===== src/rtl/uart_rx_pkg.sv =====
// Shared definitions for the UART receive path: default widths, the minimum
// legal oversampling ratio and the three-sample majority vote.
package uart_rx_pkg;

    localparam int PRESCALE_W   = 6;
    localparam int BIT_CNT_W    = 4;
    localparam int MIN_PRESCALE = 6;

    function automatic logic majority3(input logic a, input logic b, input logic c);
        return (a & b) | (a & c) | (b & c);
    endfunction

endpackage


===== src/rtl/uart_edge_bit_counter.sv =====
// Oversampling edge counter and frame bit counter with a one-cycle
// frame-done pulse on the wrap that follows the last edge of the last bit.
module uart_edge_bit_counter
    import uart_rx_pkg::*;
#(
    parameter int PRESCALE_W = uart_rx_pkg::PRESCALE_W,
    parameter int BIT_CNT_W  = uart_rx_pkg::BIT_CNT_W
) (
    input  logic                  clk_sys,
    input  logic                  rst_b,
    input  logic                  en,
    input  logic [PRESCALE_W-1:0] prescale,
    input  logic [BIT_CNT_W-1:0]  frame_bits,
    output logic [PRESCALE_W-1:0] edge_cnt,
    output logic [BIT_CNT_W-1:0]  bit_cnt,
    output logic                  frame_done
);

    logic [PRESCALE_W-1:0] edge_last;
    logic [BIT_CNT_W-1:0]  bit_last;
    logic                  edge_wrap;
    logic                  bit_wrap;

    // Greater-or-equal so a prescale shrink below the current edge wraps at once.
    assign edge_last = prescale - PRESCALE_W'(1);
    assign bit_last  = frame_bits - BIT_CNT_W'(1);
    assign edge_wrap = (edge_cnt >= edge_last);
    assign bit_wrap  = (bit_cnt >= bit_last);

    always_ff @(posedge clk_sys) begin
        if (!rst_b) begin
            edge_cnt   <= '0;
            bit_cnt    <= '0;
            frame_done <= 1'b0;
        end else if (!en) begin
            edge_cnt   <= '0;
            bit_cnt    <= '0;
            frame_done <= 1'b0;
        end else begin
            frame_done <= 1'b0;
            if (edge_wrap) begin
                edge_cnt <= '0;
                if (bit_wrap) begin
                    bit_cnt    <= '0;
                    frame_done <= 1'b1;
                end else begin
                    bit_cnt <= bit_cnt + BIT_CNT_W'(1);
                end
            end else begin
                edge_cnt <= edge_cnt + PRESCALE_W'(1);
            end
        end
    end

endmodule


===== src/rtl/uart_rx_sampler.sv =====
// UART receive oversampling front end: three samples around mid-bit, majority
// vote registered into Samp_sample with a one-cycle Samp_Sample_Valid strobe.
module uart_rx_sampler
    import uart_rx_pkg::*;
#(
    parameter int PRESCALE_W = uart_rx_pkg::PRESCALE_W,
    parameter int BIT_CNT_W  = uart_rx_pkg::BIT_CNT_W
) (
    input  logic                  CLK,
    input  logic                  RST,
    input  logic                  Samp_EN,
    input  logic                  Samp_RX_IN,
    input  logic [PRESCALE_W-1:0] Samp_Prescale,
    input  logic [BIT_CNT_W-1:0]  Samp_Frame_Bits,
    output logic                  Samp_sample,
    output logic                  Samp_Sample_Valid,
    output logic [PRESCALE_W-1:0] Samp_Edge_Cnt,
    output logic [BIT_CNT_W-1:0]  Samp_Bit_Cnt,
    output logic                  Samp_Frame_Done
);

    logic [PRESCALE_W-1:0] mid;
    logic [PRESCALE_W-1:0] mid_before;
    logic [PRESCALE_W-1:0] mid_after;
    logic                  prescale_ok;
    logic                  samp_first;
    logic                  samp_second;

    uart_edge_bit_counter #(
        .PRESCALE_W (PRESCALE_W),
        .BIT_CNT_W  (BIT_CNT_W)
    ) u_counter (
        .clk_sys    (CLK),
        .rst_b      (RST),
        .en         (Samp_EN),
        .prescale   (Samp_Prescale),
        .frame_bits (Samp_Frame_Bits),
        .edge_cnt   (Samp_Edge_Cnt),
        .bit_cnt    (Samp_Bit_Cnt),
        .frame_done (Samp_Frame_Done)
    );

    assign mid         = Samp_Prescale >> 1;
    assign mid_before  = mid - PRESCALE_W'(1);
    assign mid_after   = mid + PRESCALE_W'(1);
    assign prescale_ok = !Samp_Prescale[0] && (Samp_Prescale >= PRESCALE_W'(MIN_PRESCALE));

    // Samp_sample is deliberately left out of the enable clear so the last
    // voted bit stays visible to the checkers after the FSM drops enable.
    always_ff @(posedge CLK) begin
        if (!RST) begin
            samp_first        <= 1'b0;
            samp_second       <= 1'b0;
            Samp_sample       <= 1'b0;
            Samp_Sample_Valid <= 1'b0;
        end else if (!Samp_EN) begin
            samp_first        <= 1'b0;
            samp_second       <= 1'b0;
            Samp_Sample_Valid <= 1'b0;
        end else begin
            Samp_Sample_Valid <= 1'b0;
            if (Samp_Edge_Cnt == mid_before) begin
                samp_first <= Samp_RX_IN;
            end
            if (Samp_Edge_Cnt == mid) begin
                samp_second <= Samp_RX_IN;
            end
            if ((Samp_Edge_Cnt == mid_after) && prescale_ok) begin
                Samp_sample       <= majority3(samp_first, samp_second, Samp_RX_IN);
                Samp_Sample_Valid <= 1'b1;
            end
        end
    end

endmodule


===== config.mk =====
export PLATFORM = sky130hd
export DESIGN_NAME = uart_rx_sampler
export DESIGN_NICKNAME = d
export VERILOG_FILES = /design/src/rtl/uart_rx_pkg.sv /design/src/rtl/uart_edge_bit_counter.sv /design/src/rtl/uart_rx_sampler.sv
export SDC_FILE = /design/constraint.sdc
export NUM_CORES = 1
export LEC_CHECK = 0
export ABC_AREA = 1
export CAP_MARGIN = 20
export CORE_MARGIN = 5
export CORE_UTILIZATION = 34
export CTS_CLUSTER_DIAMETER = 50
export DETAILED_ROUTE_END_ITERATION = 6
export PLACE_DENSITY = 0.53
export SLEW_MARGIN = 20
export SYNTH_ARGS = -nofsm -noshare
export SYNTH_HDL_FRONTEND = slang
export SYNTH_SLANG_ARGS = --single-unit

===== constraint.sdc =====
create_clock -name CLK -period 2.9 [get_ports CLK]
set_clock_uncertainty 0.05 [all_clocks]
set_input_delay 0.29 -clock CLK [delete_from_list [all_inputs] [get_ports CLK]]
set_output_delay 0.29 -clock CLK [all_outputs]
set_load 0.02 [all_outputs]

==> flow_metrics.env <==
export IMPL_required_ns=3.02
export IMPL_final_layout_size_suffix_gt1_share_pct=6.048
export IMPL_arrival_ns=2.68
export IMPL_ys_seq_area_share_pct=22.02
export IMPL_ys_flop_type="dfxtp_1"
export IMPL_std_cell_rows=23
export IMPL_cp_slowest_cell="clkdlybuf4s50_1"
export IMPL_fmax_ghz=0.3909
export IMPL_ys_types=23
export IMPL_cts_sinks=15
export IMPL_hold_path_startpoint="Samp_sample$_SDFFE_PN0P_"
export IMPL_clk_path_buf_depth=2
export IMPL_vias=1395
export IMPL_yosysWarnings=0
export IMPL_antenna_found_initial=0
export IMPL_final_common_cell="nand2_1"
export IMPL_grt_start_max_net_pins=10
export IMPL_firstDrtPassIters=4
export IMPL_power_density_mw_per_mm2=289.3
export IMPL_clkLatencyLatePin_ns=0.25
export IMPL_tightest_slew_ns=0.3552
export IMPL_htree_levels=1
export IMPL_hold_depth=2
export IMPL_fp_dieH_um=73.34
export IMPL_hold_end="Samp_sample$_SDFFE_PN0P_"
export IMPL_power_frac_seq_pct=41.7
export IMPL_antenna_cells=0
export IMPL_synth_top_cell_by_area="dfxtp_1"
export IMPL_grt_use_total_pct=13.75
export IMPL_synth_nets=247
export IMPL_grt_pass1_wl_um=5837
export IMPL_drc=0
export IMPL_cp_common_cell="inv_1"
export IMPL_cts_buffers=3
export IMPL_relSlewSlack_pct=76.29
export IMPL_fin_setup_tns_ns=0
export IMPL_cp_start_kind="primary input"
export IMPL_total_power_w=0.0005083
export IMPL_rsz0062_at_grt="no"
export IMPL_timing_rr_end="u_counter.edge_cnt[3]$_SDFF_PP0_"
export IMPL_status="complete, no violations"
export IMPL_synth_area_leaders="dfxtp_1, ha_1, nand2_1"
export IMPL_start_util_pct=34.59
export IMPL_switching_share_pct=28.90
export IMPL_globalplace_congestion=0.8845
export IMPL_drv_cap=0
export IMPL_post_drt_wl_per_cell_um=11.10
export IMPL_slew_violations=0
export IMPL_cts_clk_slew_worst_paths_ns=0.06
export IMPL_netlist_area_mm2=0.001364
export IMPL_post_route_util_pct=44.56
export IMPL_ir_worst_vdd_mv=0.1544
export IMPL_leakagePower_nw=0.8382
export IMPL_multiInputGateArea_um2=934.6
export IMPL_cp_end_kind="flop"
export IMPL_syn_to_final_growth_pct=28.81
export IMPL_seqCellArea_um2=300.3
export IMPL_hpwl_um=2752
export IMPL_synth_top_cell_area_share_pct=22.02
export IMPL_die_area_mm2=0.005378
export IMPL_setup_viol=0
export IMPL_grt_pass1_vias=1368
export IMPL_io_pins=27
export IMPL_hold_path_class="reg2reg"
export IMPL_clkPwrFrac_pct=33.8
export IMPL_grt_remaining_overflow=0
export IMPL_max_stage_delay_ns=0.42
export IMPL_yosys_register_bits=15
export IMPL_die_w_um=73.34
export IMPL_core_area_mm2=0.003943
export IMPL_cts_resized=0
export IMPL_synth_edf_count=0
export IMPL_first_iter_violations=86
export IMPL_port_buffers=26
export IMPL_worstSetupPathType="in2reg"
export IMPL_finalCriticalPeriod_ns=2.558
export IMPL_cts_tree="built"
export IMPL_hold_buffers=0
export IMPL_path_max_fanout=8
export IMPL_crit_chain="clkdlybuf4s50_1 > inv_1 > ha_1 > nand3_1 > a21oi_1 > xor2_1 > inv_1 > ha_1 > nand2_1 > inv_1 > nor2_1 > o21a_1 > nand2_2 > inv_1 > nand2_2 > nor3b_1"
export IMPL_power_switching_w=0.0001469
export IMPL_clockRootBuffer="clkbuf_8"
export IMPL_internal_power_w=0.0003614
export IMPL_holdWs_ns=0.4301
export IMPL_ant_nets=0
export IMPL_via_per_inst=4.681
export IMPL_syn_area_per_cell_um2=6.343
export IMPL_syn_inst=215
export IMPL_regToRegStartpoint="u_counter.edge_cnt[5]$_SDFF_PP0_"
export IMPL_layout_common_cells="nand2_1, inv_1, clkdlybuf4s50_1, nor2_1"
export IMPL_p_comb_share_pct=24.5
export IMPL_hold_violations=0
export IMPL_finalCritPeriodShare_pct=88.20
export IMPL_r2r_slack_ns=1.12
export IMPL_routed_wl_um=3309
export IMPL_final_nets=281
export IMPL_synthArstFlopShare_pct=0
export IMPL_final_fill_count=415
export IMPL_reg2reg_depth=9
export IMPL_cts_setup_buffers=0
power by group through the flow:
stage               clock network, W  registers [W]  logic [W]
finish                      0.000172       0.000212   0.000124
global route                0.000187       0.000212   0.000144
CTS                         0.000179       0.000212   0.000125
detailed placement                 0       0.000216   0.000125
global placement                   0       0.000217   0.000126
floorplan                          0       0.000218  0.0000716
cell usage after synthesis, types with 3 or more instances:
| cell type | count |
|---|---|
| a21oi_1 | 9 |
| dfxtp_1 | 15 |
| ha_1 | 18 |
| nand4_1 | 3 |
| xor2_1 | 6 |
| nand2_2 | 4 |
| nor2_1 | 24 |
| nand3_1 | 18 |
| inv_1 | 32 |
| xnor2_1 | 3 |
| o21ai_0 | 8 |
| nand2_1 | 59 |
area by class of cell:
class | instances | share of cell area, %
tap | 50 | 3.561
multi-input combinational | 166 | 53.21
clock buffer | 4 | 2.564
timing repair buffer | 30 | 16.52
inverter | 33 | 7.051
sequential | 15 | 17.09
metal layers:
metal,routed length [um],part of all wire [%],GRT usage (%)
met1,1599,48,16.65
met2,1542,47,24.33
met3,122,3.7,2.326
met4,44,1.3,4.829
met5,0,0,0
worst max-delay path by stage:
stage | start | to | slack (ns) | depth (start not counted)
6_report | Samp_Prescale[1] | u_counter.edge_cnt[3]$_SDFF_PP0_ | 0.34 | 16
5_1_grt | Samp_Prescale[1] | u_counter.edge_cnt[3]$_SDFF_PP0_ | 0.07 | 16
4_1_cts | Samp_Prescale[1] | u_counter.edge_cnt[3]$_SDFF_PP0_ | 0.30 | 16
3_5_place_dp | Samp_Prescale[1] | u_counter.edge_cnt[3]$_SDFF_PP0_ | 0.06 | 16
3_3_place_gp | Samp_Prescale[1] | u_counter.edge_cnt[3]$_SDFF_PP0_ | 0.13 | 16
2_1_floorplan | Samp_Prescale[1] | u_counter.edge_cnt[3]$_SDFF_PP0_ | 0.74 | 15
critical path, delay by kind of cell:
family | cells | cell delay, ns
adder cells (fa/ha/maj) | 2 | 0.49
AO/OA/AOI/OAI | 2 | 0.31
AND/OR/NAND/NOR | 6 | 0.64
XOR/XNOR | 1 | 0.16
buffers and inverters | 5 | 0.79
registers in the layout (all words and copies together) (netlist names):
register              count
Samp_Sample_Valid         1
Samp_sample               1
samp_first                1
samp_second               1
u_counter.bit_cnt         4
u_counter.edge_cnt        6
u_counter.frame_done      1
cell families (layout without fill, tap and decap cells):
kind of cell,after synthesis,in the layout,synth area share (%)
compound gates,22,22,8.990
flops,15,15,22.02
simple gates,117,117,37.25
xor+xnor,9,9,5.780
buf+inv,34,67,9.449
fa+ha+maj,18,18,16.51
metrics by stage:
stage                     cells  area, um2  setup slack, ns
after floorplan             215       1364           0.7402
after global placement      294       1712           0.1322
after detailed placement    294       1712          0.05852
after CTS                   298       1757           0.3045
after global routing        298       1757          0.07112
final                       298       1757           0.3421
Power figures use the tool's default switching activity.
